<file path="config.mk">
export PLATFORM = sky130hd
export DESIGN_NAME = tick_timer
export DESIGN_NICKNAME = d
export VERILOG_FILES = /design/src/rtl/tick_timer.sv
export SDC_FILE = /design/constraint.sdc
export NUM_CORES = 1
export LEC_CHECK = 0
export CAP_MARGIN = 20
export CORE_UTILIZATION = 53
export CTS_BUF_LIST = sky130_fd_sc_hd__clkbuf_4
export CTS_CLUSTER_DIAMETER = 200
export DETAILED_ROUTE_END_ITERATION = 6
export PLACE_DENSITY = 0.79
export SYNTH_ARGS = -nofsm -noshare
export SYNTH_HDL_FRONTEND = slang
export SYNTH_SLANG_ARGS = --single-unit
</file>
<file path="constraint.sdc">
create_clock -name clk -period 3.5 [get_ports clk]
set_input_delay 1.05 -clock clk [delete_from_list [all_inputs] [get_ports clk]]
set_output_delay 1.05 -clock clk [all_outputs]
set_load 0.05 [all_outputs]
</file>
<file path="src/rtl/tick_timer.sv">
// ============================================================================
// Module   : tick_timer
// Brief    : Programmable periodic / one-shot tick generator with a wrapping
//            tick counter. Define TICK_TIMER_PRESCALER_EN to build the
//            clock prescaler; otherwise one stroke is taken per clk.
// Revision : 1.0 - initial release
// ============================================================================
`default_nettype none

module tick_timer #(
    parameter int WIDTH          = 32,
    parameter int PRESCALE_W     = 8,
    parameter int DEFAULT_PERIOD = 2_000_000,
    parameter int COUNT_W        = 16
) (
    input  logic                  clk,
    input  logic                  rst,
    input  logic                  start,
    input  logic                  stop,
    input  logic                  mode,
    input  logic                  cfg_valid,
    output logic                  cfg_ready,
    input  logic [WIDTH-1:0]      cfg_period,
    input  logic [PRESCALE_W-1:0] cfg_prescale,
    output logic                  tick,
    output logic                  running,
    output logic [COUNT_W-1:0]    tick_count
);

    typedef enum logic [0:0] {
        S_IDLE = 1'b0,
        S_RUN  = 1'b1
    } state_t;

    state_t             r_state;
    logic [WIDTH-1:0]   r_period;
    logic [WIDTH-1:0]   r_cnt;
    logic               r_mode;
    logic               r_tick;
    logic [COUNT_W-1:0] r_tick_count;

    logic               w_stroke;
    logic               w_terminal;
    logic [WIDTH-1:0]   w_last;
    logic               w_cfg_fire;
    logic               w_start_fire;

    assign w_cfg_fire   = cfg_valid && (r_state == S_IDLE);
    assign w_start_fire = start && !stop && (r_state == S_IDLE);

    // A zero period behaves as a period of one, so the last count is 0 either way.
    assign w_last     = (r_period == '0) ? '0 : (r_period - WIDTH'(1));
    assign w_terminal = (r_cnt == w_last);

`ifdef TICK_TIMER_PRESCALER_EN
    logic [PRESCALE_W-1:0] r_prescale;
    logic [PRESCALE_W-1:0] r_pre;

    assign w_stroke = (r_pre == r_prescale);

    always_ff @(posedge clk or posedge rst) begin
        if (rst) begin
            r_prescale <= '0;
            r_pre      <= '0;
        end else if (r_state == S_IDLE) begin
            if (w_cfg_fire) begin
                r_prescale <= cfg_prescale;
            end
            if (w_start_fire) begin
                r_pre <= '0;
            end
        end else if (!stop) begin
            r_pre <= w_stroke ? '0 : (r_pre + PRESCALE_W'(1));
        end
    end
`else
    logic w_unused_prescale;

    assign w_stroke          = 1'b1;
    assign w_unused_prescale = ^cfg_prescale;
`endif

    always_ff @(posedge clk or posedge rst) begin
        if (rst) begin
            r_state      <= S_IDLE;
            r_period     <= WIDTH'(DEFAULT_PERIOD);
            r_cnt        <= '0;
            r_mode       <= 1'b0;
            r_tick       <= 1'b0;
            r_tick_count <= '0;
        end else begin
            r_tick <= 1'b0;
            case (r_state)
                S_IDLE: begin
                    if (w_cfg_fire) begin
                        r_period     <= cfg_period;
                        r_tick_count <= '0;
                    end
                    if (w_start_fire) begin
                        r_state <= S_RUN;
                        r_cnt   <= '0;
                        r_mode  <= mode;
                    end
                end
                S_RUN: begin
                    // Stop outranks a coincident terminal count: no tick, no count.
                    if (stop) begin
                        r_state <= S_IDLE;
                    end else if (w_stroke) begin
                        if (w_terminal) begin
                            r_cnt        <= '0;
                            r_tick       <= 1'b1;
                            r_tick_count <= r_tick_count + COUNT_W'(1);
                            if (r_mode) begin
                                r_state <= S_IDLE;
                            end
                        end else begin
                            r_cnt <= r_cnt + WIDTH'(1);
                        end
                    end
                end
                default: r_state <= S_IDLE;
            endcase
        end
    end

    assign cfg_ready  = (r_state == S_IDLE);
    assign running    = (r_state == S_RUN);
    assign tick       = r_tick;
    assign tick_count = r_tick_count;

endmodule

`default_nettype wire

</file>
==> results of run 1 <==
-- stage by stage --
stage | utilization, % | setup TNS, ns | setup WS (ns)
finish | 77.8 | -5.90 | -0.219
global route | 77.8 | -12.52 | -0.368
CTS | 75.7 | -5.72 | -0.209
detailed placement | 68.8 | -7.35 | -0.351
global placement | 68.8 | -3.99 | -0.254
floorplan | - | 0 | 0.00714
-- worst min path at each step --
stage,startpoint,end,cells past startpoint
after CTS,r_mode$_DFFE_PP0P_,running$_DFF_PP0_,1
after detailed placement,tick_count[5]$_DFFE_PP0P_,tick_count[5]$_DFFE_PP0P_,1
after global routing,r_mode$_DFFE_PP0P_,running$_DFF_PP0_,1
after global placement,r_mode$_DFFE_PP0P_,running$_DFF_PP0_,1
final,r_mode$_DFFE_PP0P_,running$_DFF_PP0_,1
after floorplan,r_mode$_DFFE_PP0P_,running$_DFF_PP0_,1
-- routing by layer --
layer / share of wire, % / track usage (%) / up-vias
met5: 0 / 0 / -
met4: 5.4 / 19.6 / 0
met3: 7.7 / 5.36 / 115
met2: 46 / 60.9 / 380
met1: 41 / 51.6 / 3257
li1: - / - / 3032
-- power groups by stage --
stage | logic (W) | clock network, W | registers [W]
finish | 0.000867 | 0.000644 | 0.00109
global route | 0.000927 | 0.000684 | 0.00109
CTS | 0.000821 | 0.000651 | 0.00108
detailed placement | 0.000738 | 0 | 0.00110
global placement | 0.000717 | 0 | 0.00110
floorplan | 0.000378 | 0 | 0.00111
-- registers in the layout, summed over array words and instances (netlist names) --
signal	count
r_cnt	32
r_period	32
tick_count	16
r_mode	1
running	1
tick	1
-- cell usage after synthesis, drive strengths merged (4+ instances only) --
master / instances / area (um^2)
nor3: 18 / 105
o31ai: 8 / 60.1
nand3: 44 / 230
a221oi: 4 / 35.0
xor2: 12 / 105
mux2i: 9 / 90.1
and4: 5 / 43.8
o21ai: 29 / 145
and2: 6 / 37.5
buf: 11 / 63.8
nor2b: 4 / 25.0
nand2b: 13 / 81.3
and3: 11 / 68.8
a21oi: 38 / 190
or4: 15 / 116
a2111oi: 6 / 83.8
or2: 7 / 43.8
o311ai: 19 / 166
nand2: 164 / 618
or3: 22 / 138
nand4: 16 / 106
clkbuf: 42 / 158
o22ai: 4 / 25.0
xnor2: 16 / 140
a31oi: 4 / 25.0
nor2: 36 / 135
dfstp: 7 / 184
a211oi: 4 / 30.0
a21o: 4 / 30.0
dfrtp: 76 / 1900
inv: 15 / 56.3
nor4: 22 / 244
o211ai: 5 / 37.5
-- cell families after synthesis --
family	after synthesis	share of synthesized area, %
AO/OA/AOI/OAI	151	17.7
XOR/XNOR	28	4.12
adder cells (fa/ha/maj)	3	0.631
buffers and inverters	68	4.67
flip-flops	83	35.0
multiplexers	11	1.89
AND/OR/NAND/NOR	398	36.0
-- what timing repair did --
action,in CTS,in global routing
resized for setup,92,44
buffers inserted,14,6
pin swaps,36,17
setup endpoints to repair,46,50
cloned,8,0
-- critical path: cells and delay by family (launching register included) --
kind,cells,cell delay (ns)
AND/OR/NAND/NOR,7,1.16
AO/OA/AOI/OAI,3,0.69
buffers and inverters,8,1.18
flip-flops,1,0.42
adder cells (fa/ha/maj),1,0.15
-- layout make-up --
cell class                      instances  area (um^2)  share of cell area [%]
Timing Repair Buffer                  209         1910                    22.6
Tap cell                              140          175                    2.07
Sequential cell                        83         2090                    24.6
Multi-Input combinational cell        591         4080                    48.2
Clock buffer                           12         90.1                    1.06
Inverter                               15         57.6                   0.679
Clock inverter                          4         67.6                   0.797
==> qor.txt, run 1 <==
OUTCOME
---------------------------------------------------------------------------------
Result of the run                                                    finished with violations
Violations in the final reports                                      setup timing

FLOORPLAN
---------------------------------------------------------------------------------
Core box area                                                          10900 um^2
Vertical die dimension                                                     108 um
Num ports                                                                      65
Number of placement rows                                                       38
Initial standard-cell utilization of the core                               54.7%
Chip Width                                                                 108 um
Total die area                                                         11700 um^2

SETUP PATH
---------------------------------------------------------------------------------
Stage delay of the slowest cell on the critical path                      0.43 ns
Source of the worst register-to-register timing path                 r_period[1]$_DFFE_PP0P_
Data arrival time of the worst path                                       4.07 ns
FF-to-FF End                                                         r_cnt[16]$_DFFE_PP0P_
Worst endpoint required time                                              3.85 ns
Master of the slowest instance on the critical path                         or4_4
Setup crit start                                                     r_period[1]$_DFFE_PP0P_
Type of the setup path with the least slack                          flop to flop
Worst-case register-to-register setup slack                              -0.22 ns
Startpoint types                                                             flop
CP endpoint kind                                                             flop
Cell-by-cell listing of the critical path                            inv_1 > ha_4 > nor4b_4 > buf_4 > nand3_4 > buf_6 > or4_4 > a221oi_4 > buf_4 > nor4b_2 > nand4_1 > nor4_4 > buf_4 > buf_6 > a21oi_4 > buf_4 > buf_12 > nand3_2 > o311ai_1
Maximum fanout along the worst path                                             7
Most prevalent standard cell on the critical path                           buf_4
Capture point of the worst path                                      r_cnt[16]$_DFFE_PP0P_
Count of cells along the worst register-to-register path                       19

CLOCK TREE
---------------------------------------------------------------------------------
Cts-stage hold buffer count                                                     0
Clock sink count                                                               83
TritonCTS clock tree                                                          yes
Number of buffers inserted during clock tree synthesis                          9
Clock latency reported for the late side of the worst-skew pair           0.48 ns
Cell at the root of the clock tree                                       clkbuf_4
Clock Path Buffers                                                              2
H-tree depth reported by CTS                                                    3
Register clock-pin slew on the reported worst setup and hold paths        0.13 ns

GLOBAL ROUTE
---------------------------------------------------------------------------------
Largest net degree at the start of global routing                              45
Global route overflow                                                           0
Global-route wire length before repair                                    34.0 mm
Initial antenna violation count                                                 0
Global-route total usage across every layer                                 38.6%
Number of global-route vias before repair                                    6375

YOSYS
---------------------------------------------------------------------------------
Sequential-to-total area share from yosys stat                              35.0%
Area of the mapped netlist                                              5950 um^2
Count of flip-flops with a built-in enable after synthesis                      0
Total nets after synthesis                                                    791
Post-synthesis area per instance                                        8.02 um^2
Count of yosys warnings during synthesis                                        0
Number of instances in the synthesized netlist                                742
Flops & latches, synth                                                         83
Async S/R FF share, synth                                                    100%
Top FF cell, synth                                                        dfrtp_1
Netlist cell types                                                             73

ROUTE
---------------------------------------------------------------------------------
Final Routed Wirelength                                                   21.9 mm
Initial DRC Count                                                             912
DRC viols                                                                       0
Router iterations before antenna repair                                         7
Ratio of routed vias to standard cells                                       6.44
Routed wirelength normalized by instance count                            20.8 um
Via count                                                                    6784
Number of nets with antenna violations after detailed routing                   0

POWER AND IR DROP
---------------------------------------------------------------------------------
Seq pwr share                                                               41.8%
Total leakage power                                                       3.42 nW
Fraction of power spent switching nets                                      32.6%
Power Internal                                                          0.00175 W
Clock Power Share                                                           24.8%
Peak supply drop                                                         0.251 mV
Portion of total power attributed to combinational logic                    33.4%
Power per standard cell area                                          307 nW/um^2
P_sw                                                                   0.000848 W
Power, Total                                                            0.00260 W

TIMING
---------------------------------------------------------------------------------
Slack of the critical path                                              -0.219 ns
Unrepaired setup endpoints after global routing                               yes
Max_slew headroom                                                           48.8%
Final Setup Violations                                                         41
Crit share post-route                                                        106%
Pins over their slew limit                                                      0
Final clock skew                                                        0.0256 ns
Hold Violations, Final                                                          0
Highest clock rate                                                        269 MHz
Minimum clock period after layout                                         3.72 ns
Transition time at the pin with the least slew margin                    0.769 ns
Worst hold slack                                                         0.509 ns

LAYOUT
---------------------------------------------------------------------------------
Antenna cell count                                                              0
Leading cell type in the layout, fill and taps excluded                   nand2_1
Top library cells by usage in the layout, fill and taps aside        nand2_1 (163), buf_4 (131), dfrtp_1 (75), clkdlybuf4s50_1 (56), nand3_1 (36)
Layout area overhead                                                        42.3%
Final instance area                                                     8470 um^2
Layout cells sized above 1                                                  31.0%
Fill cell total of the finished layout                                        712
Nets                                                                          958
Final instance count without filler cells                                    1054

RUN
---------------------------------------------------------------------------------
Count of max-cap constraint violations                                          0

PLACED DESIGN
---------------------------------------------------------------------------------
Number of placed cells counting well taps                                    1012
Last weighted congestion value of the routability-driven placer              1.01
Port buffer count                                                              56
Detailed placement HPWL                                                   15.1 mm
Placed instance area                                                    7490 um^2

WORST HOLD PATH
---------------------------------------------------------------------------------
Hold Crit Class                                                      flop to flop

Note: power is estimated with default switching activity, not from simulation.
==> run 2: changes to the inputs <==
- CORE_UTILIZATION: 53 -> 60
- DONT_BUFFER_PORTS: default -> 1
==> run 2 against run 1 <==
Against the previous run:
- the flow still finishes with violations (setup timing)
- largest cell class unchanged
- critical path type unchanged
- cell count down 7.7%
- sequential share of layout area up 1.9 points
- highest routed layer is now met5
- worst hold slack worse by 0.027 ns
- critical path depth down 2
- global-route usage up 0.57 points
- clock power down 6.8%
==> qor.txt, run 2 (synthesis results as in run 1) <==
TIMING
---------------------------------------------------------------------------------
Highest clock rate                                                        259 MHz   was 269 MHz
Transition time at the pin with the least slew margin                    0.798 ns   was 0.769 ns
Max_slew headroom                                                           46.8%   was 48.8%
Final Setup Violations                                                         39   was 41
Unrepaired setup endpoints after global routing                               yes   unchanged
Hold Violations, Final                                                          0   unchanged
Minimum clock period after layout                                         3.86 ns   was 3.72 ns
Worst hold slack                                                         0.483 ns   was 0.509 ns
Final clock skew                                                        0.0147 ns   was 0.0256 ns
Setup_tns                                                                -4.59 ns   was -5.90 ns
Slack of the critical path                                              -0.356 ns   was -0.219 ns
Pins over their slew limit                                                      0   unchanged
Crit share post-route                                                        110%   was 106%

FLOORPLAN
---------------------------------------------------------------------------------
Total die area                                                         10300 um^2   was 11700 um^2
Number of placement rows                                                       35   was 38
Initial standard-cell utilization of the core                               63.2%   was 54.7%
Vertical die dimension                                                     102 um   was 108 um
Num ports                                                                      65   unchanged
Core box area                                                           9420 um^2   was 10900 um^2
Chip Width                                                                 102 um   was 108 um

GLOBAL ROUTE
---------------------------------------------------------------------------------
Number of global-route vias before repair                                    6069   was 6375
Global-route wire length before repair                                    30.7 mm   was 34.0 mm
Largest net degree at the start of global routing                              49   was 45
Global route overflow                                                           0   unchanged
Global-route total usage across every layer                                 39.1%   was 38.6%
Initial antenna violation count                                                 0   unchanged

OUTCOME
---------------------------------------------------------------------------------
Violations in the final reports                                      setup timing   unchanged
Result of the run                                                    finished with violations   unchanged

SETUP PATH
---------------------------------------------------------------------------------
Type of the setup path with the least slack                          flop to flop   unchanged
Combined buffer and inverter count along the critical path                      7   was 8
Stage delay of the slowest cell on the critical path                      0.51 ns   was 0.43 ns
Largest delay contributor family on the critical path                simple AND/OR/NAND/NOR gates   was buffers and inverters
Master of the slowest instance on the critical path                       o41ai_2   was or4_4
CP endpoint kind                                                             flop   unchanged
Startpoint types                                                             flop   unchanged
Data arrival time of the worst path                                       4.16 ns   was 4.07 ns
Count of cells along the worst register-to-register path                       17   was 19
Maximum fanout along the worst path                                             8   was 7
Worst endpoint required time                                              3.80 ns   was 3.85 ns
Cell-by-cell listing of the critical path                            inv_2 > ha_4 > nor4b_4 > buf_4 > buf_6 > and3_4 > buf_4 > buf_4 > nand4_1 > a32oi_2 > nor4b_2 > nand4_1 > nor4_4 > nand4_2 > buf_6 > buf_6 > o41ai_2   was inv_1 > ha_4 > nor4b_4 > buf_4 > nand3_4 > buf_6 > or4_4 > a221oi_4 > buf_4 > nor4b_2 > nand4_1 > nor4_4 > buf_4 > buf_6 > a21oi_4 > buf_4 > buf_12 > nand3_2 > o311ai_1
Critical Path Stages                                                           17   was 19

POWER AND IR DROP
---------------------------------------------------------------------------------
Power per standard cell area                                          318 nW/um^2   was 307 nW/um^2
Peak supply drop                                                         0.229 mV   was 0.251 mV
Total leakage power                                                       3.15 nW   was 3.42 nW

CLOCK TREE
---------------------------------------------------------------------------------
TritonCTS clock tree                                                          yes   unchanged
Clock sink count                                                               83   unchanged
Clock latency reported for the late side of the worst-skew pair           0.46 ns   was 0.48 ns
Number of buffers inserted during clock tree synthesis                          9   unchanged
Clock Path Buffers                                                              2   unchanged
Register clock-pin slew on the reported worst setup and hold paths        0.15 ns   was 0.13 ns
Cell at the root of the clock tree                                       clkbuf_4   unchanged
H-tree depth reported by CTS                                                    3   unchanged
Cts-stage hold buffer count                                                     0   unchanged

ROUTE
---------------------------------------------------------------------------------
Via count                                                                    6648   was 6784
Routed wirelength normalized by instance count                            22.5 um   was 20.8 um
Number of nets with antenna violations after detailed routing                   0   unchanged
Ratio of routed vias to standard cells                                       6.83   was 6.44
Final Routed Wirelength                                                   21.9 mm   about the same
DRC viols                                                                       0   unchanged
Router iterations before antenna repair                                         7   unchanged
Initial DRC Count                                                             742   was 912

LAYOUT
---------------------------------------------------------------------------------
Footprint of the multi-input gates                                      4210 um^2   was 4080 um^2
Nets                                                                          888   was 958
FF+latch area                                                           2090 um^2   about the same
Final instance count without filler cells                                     973   was 1054
Layout cells sized above 1                                                  34.1%   was 31.0%
Share of the core filled with cells                                         83.7%   was 77.8%
Fill cell total of the finished layout                                        581   was 712
Layout area overhead                                                        32.4%   was 42.3%
Top library cells by usage in the layout, fill and taps aside        nand2_1 (159), buf_4 (113), dfrtp_1 (74), nor2_1 (36), nand3_1 (30)   was nand2_1 (163), buf_4 (131), dfrtp_1 (75), clkdlybuf4s50_1 (56), nand3_1 (36)
Antenna cell count                                                              0   unchanged
Leading cell type in the layout, fill and taps excluded                   nand2_1   unchanged

RUN
---------------------------------------------------------------------------------
Count of max-cap constraint violations                                          0   unchanged

WORST HOLD PATH
---------------------------------------------------------------------------------
Hold Crit Class                                                      flop to flop   unchanged
Number of cells traversed by the worst hold path                                1   unchanged

PLACED DESIGN
---------------------------------------------------------------------------------
Number of placed cells counting well taps                                     932   was 1012
Last weighted congestion value of the routability-driven placer              1.07   was 1.01
Setup slack after placement                                             -0.307 ns   was -0.351 ns
Port buffer count                                                               0   was 56
Detailed placement HPWL                                                   14.5 mm   was 15.1 mm

==> run 2: power breakdown <==
part	total [W]	internal [W]	leakage [nW]	switching, W
sequential	0.00109	0.00102	1.08	0.0000643
clock	0.000600	0.000223	0.0710	0.000377
combinational	0.000820	0.000370	2.00	0.000451
==> run 2: worst paths after layout <==
check / slack [ns] / endpoint / from
max in group asynchronous: 2.26 / r_period[10]$_DFFE_PP1P_ / rst
min in group asynchronous: 0.53 / r_period[23]$_DFFE_PP0P_ / rst
worst max-delay path: -0.36 / tick_count[11]$_DFFE_PP0P_ / r_period[0]$_DFFE_PP0P_
worst max register to register: -0.36 / tick_count[11]$_DFFE_PP0P_ / r_period[0]$_DFFE_PP0P_
worst min-delay path: 0.48 / running$_DFF_PP0_ / r_mode$_DFFE_PP0P_
worst min register to register: 0.48 / running$_DFF_PP0_ / r_mode$_DFFE_PP0P_
==> run 2: repair_timing <==
| item | CTS | global route |
|---|---|---|
| pin swaps | 13 | 31 |
| resized for setup | 56 | 100 |
| setup endpoints to repair | 46 | 49 |
| gates cloned | 2 | 5 |
| setup buffers | 7 | 11 |
==> run 2: cell type report <==
class / instances / area share [%]
clock buffers: 9 / 0.857
clock inverters: 7 / 0.952
inverters: 15 / 0.730
multi-input cells: 591 / 53.4
flip-flops and latches: 83 / 26.5
well taps: 129 / 2.05
repair buffers: 139 / 15.5
==> run 2: stage by stage <==
stage	cell area, um^2	power [W]
final	7880	0.00251
after CTS	7320	0.00242
after global routing	7880	0.00260
after detailed placement	6830	0.00178
after floorplan	5980	0.00149
after global placement	6830	0.00176
==> run 2: layer usage <==
layer | share of wire (%) | GRT usage (%)
met2 | 48 | 65.3
met1 | 37 | 51.9
met3 | 10 | 4.90
met5 | 0.17 | 0
met4 | 4.9 | 15.1
==> run 3: changes to the inputs <==
- CELL_PAD_IN_SITES_DETAIL_PLACEMENT: default -> 1
- CELL_PAD_IN_SITES_GLOBAL_PLACEMENT: default -> 2
- CORE_UTILIZATION: 60 -> 36
- PLACE_DENSITY: 0.79 -> default
- PLACE_DENSITY_LB_ADDON: default -> 0.1
==> run 3 against run 2 <==
Against the previous run:
- the run still ends with setup timing left
- via count decreased by 5.6%
- worst hold slack improved by 0.016 ns
- combinational power increased by 3.5%
- first-iteration DRC count decreased by 59%
- clock power decreased by 16%
- core utilization decreased by 33 points
- sequential power about the same
- sequential share of layout area decreased by 0.71 points
- cell count increased by 10%
- die area increased by 65%
- routed wire length increased by 5.3%
- critical endpoint is now tick_count[3]$_DFFE_PP0P_
- highest routed layer is now met4
==> qor.txt, run 3 (synthesis results as in run 1) <==
SETUP PATH
---------------------------------------------------------------------------------
Worst endpoint required time                                              3.88 ns   was 3.80 ns
Type of the setup path with the least slack                          flop to flop   unchanged
Startpoint types                                                             flop   unchanged
Data arrival time of the worst path                                       4.19 ns   was 4.16 ns
Maximum fanout along the worst path                                             8   unchanged
CP endpoint kind                                                             flop   unchanged

TIMING
---------------------------------------------------------------------------------
Minimum clock period after layout                                         3.82 ns   was 3.86 ns
Unrepaired setup endpoints after global routing                               yes   unchanged
Highest clock rate                                                        262 MHz   was 259 MHz
Hold Violations, Final                                                          0   unchanged
Final clock skew                                                        0.0246 ns   was 0.0147 ns
Max_slew headroom                                                           50.9%   was 46.8%
Crit share post-route                                                        109%   was 110%
Slack of the critical path                                              -0.316 ns   was -0.356 ns
Final Setup Violations                                                         45   was 39
Pins over their slew limit                                                      0   unchanged
Transition time at the pin with the least slew margin                    0.735 ns   was 0.798 ns

LAYOUT
---------------------------------------------------------------------------------
Nets                                                                          902   was 888
Layout cells sized above 1                                                  35.4%   was 34.1%
Footprint of the multi-input gates                                      4250 um^2   was 4210 um^2
Layout area overhead                                                        36.1%   was 32.4%
Leading cell type in the layout, fill and taps excluded                   nand2_1   unchanged
Top library cells by usage in the layout, fill and taps aside        nand2_1 (158), buf_4 (130), dfrtp_1 (74), nor2_1 (34), nand3_1 (26)   was nand2_1 (159), buf_4 (113), dfrtp_1 (74), nor2_1 (36), nand3_1 (30)
Share of the core filled with cells                                         50.6%   was 83.7%
FF+latch area                                                           2090 um^2   unchanged
Fill cell total of the finished layout                                       1908   was 581

CLOCK TREE
---------------------------------------------------------------------------------
Clock Path Buffers                                                              2   unchanged
H-tree depth reported by CTS                                                    3   unchanged
Clock latency reported for the late side of the worst-skew pair           0.48 ns   was 0.46 ns
Cts-stage hold buffer count                                                     0   unchanged
Number of buffers inserted during clock tree synthesis                          9   unchanged
Register clock-pin slew on the reported worst setup and hold paths        0.15 ns   about the same
Cell at the root of the clock tree                                       clkbuf_4   unchanged
TritonCTS clock tree                                                          yes   unchanged
Clock sink count                                                               83   unchanged

FLOORPLAN
---------------------------------------------------------------------------------
Num ports                                                                      65   unchanged
Core box area                                                          16000 um^2   was 9420 um^2
Chip Width                                                                 131 um   was 102 um
Initial standard-cell utilization of the core                               37.2%   was 63.2%
Number of placement rows                                                       46   was 35
Total die area                                                         17100 um^2   was 10300 um^2
Vertical die dimension                                                     131 um   was 102 um

PLACED DESIGN
---------------------------------------------------------------------------------
Port buffer count                                                               0   unchanged
Detailed placement HPWL                                                   16.6 mm   was 14.5 mm
Last weighted congestion value of the routability-driven placer             0.945   was 1.07

GLOBAL ROUTE
---------------------------------------------------------------------------------
Global-route wire length before repair                                    35.9 mm   was 30.7 mm
Global-route total usage across every layer                                 28.1%   was 39.1%
Global route overflow                                                           0   unchanged
Largest net degree at the start of global routing                              49   unchanged
Number of global-route vias before repair                                    6543   was 6069
Initial antenna violation count                                                 1   was 0

OUTCOME
---------------------------------------------------------------------------------
Result of the run                                                    finished with violations   unchanged
Violations in the final reports                                      setup timing   unchanged

ROUTE
---------------------------------------------------------------------------------
Ratio of routed vias to standard cells                                       5.84   was 6.83
Routed wirelength normalized by instance count                            21.4 um   was 22.5 um
Number of nets with antenna violations after detailed routing                   0   unchanged
Router iterations before antenna repair                                         4   was 7
DRC viols                                                                       0   unchanged
Initial DRC Count                                                             306   was 742
Via count                                                                    6275   was 6648
Final Routed Wirelength                                                   23.0 mm   was 21.9 mm

RUN
---------------------------------------------------------------------------------
Count of max-cap constraint violations                                          0   unchanged

POWER AND IR DROP
---------------------------------------------------------------------------------
Power, Total                                                            0.00245 W   was 0.00251 W
Peak supply drop                                                         0.184 mV   was 0.229 mV
Power per standard cell area                                          302 nW/um^2   was 318 nW/um^2
Total leakage power                                                       3.20 nW   was 3.15 nW

WORST HOLD PATH
---------------------------------------------------------------------------------
Hold Crit Class                                                      flop to flop   unchanged

[run 3: cell count changes in the layout (fill, tap and decap cells not counted), moves of 4 or more]
cell     change
buf_6        -7
nor4_1       +5
nor4_2       -5
o21ai_2      +5
nand3_2      +4
nand3_1      -4
buf_4       +17
[run 3: cell type report]
type	instances	share of cell area [%]
clock buffer	9	0.834
antenna	1	0.0309
tap	216	3.34
sequential	83	25.8
timing repair buffer	152	16.4
inverter	15	0.710
clock inverter	7	0.541
multi-input combinational	592	52.4
[run 3: timing repair]
action / 4_1_cts / 5_1_grt
endpoints found under the setup margin: 50 / 50
pin swaps: 42 / 17
resized for setup: 122 / 45
buffers inserted: 21 / 7
gates cloned: 7 / 0
[run 3: path summary, 6_finish.rpt]
check	startpoint	endpoint	slack, ns	cells after the start
min in group asynchronous	rst	r_cnt[4]$_DFFE_PP0P_	0.51	1
worst max register to register	r_period[0]$_DFFE_PP0P_	tick_count[3]$_DFFE_PP0P_	-0.32	15
worst max-delay path	r_period[0]$_DFFE_PP0P_	tick_count[3]$_DFFE_PP0P_	-0.32	15
worst min-delay path	r_mode$_DFFE_PP0P_	running$_DFF_PP0_	0.50	1
worst min register to register	r_mode$_DFFE_PP0P_	running$_DFF_PP0_	0.50	1
max in group asynchronous	rst	r_period[20]$_DFFE_PP1P_	2.21	2
[run 3: where the power goes]
group | leakage (nW) | total (W) | internal [W] | switching, W
combinational | 2.06 | 0.000849 | 0.000391 | 0.000459
clock | 0.0534 | 0.000506 | 0.000142 | 0.000364
sequential | 1.08 | 0.00110 | 0.00102 | 0.0000719
[run 3: stage by stage]
stage | setup WS, ns | std cells | hold WS, ns | setup TNS (ns) | instance area [um^2]
2_1_floorplan | 0.00714 | 742 | 0.437 | 0 | 5980
3_3_place_gp | -0.320 | 1029 | 0.471 | -7.20 | 7000
3_5_place_dp | -0.463 | 1029 | 0.466 | -12.23 | 7000
4_1_cts | -0.260 | 1072 | 0.496 | -6.40 | 7920
5_1_grt | -0.446 | 1075 | 0.533 | -13.40 | 8100
6_report | -0.316 | 1075 | 0.499 | -6.14 | 8100
[run 3: layer usage]
layer	routed length [um]	GRT usage, %
met5	0	0
met1	10400	35.9
met3	613	2.93
met4	850	13.2
met2	11200	47.5
[run 3: critical path, cell delays in order (launching register included)]
cell	delay, ns
dfrtp_2	0.47
inv_2	0.09
ha_4	0.14
nor4b_4	0.28
buf_4	0.20
nand3_2	0.15
o31ai_1	0.26
buf_4	0.16
a21oi_1	0.10
nor3_1	0.37
a31oi_2	0.23
or4b_4	0.54
nor4_4	0.23
buf_6	0.18
nand4_1	0.13
mux2i_1	0.16
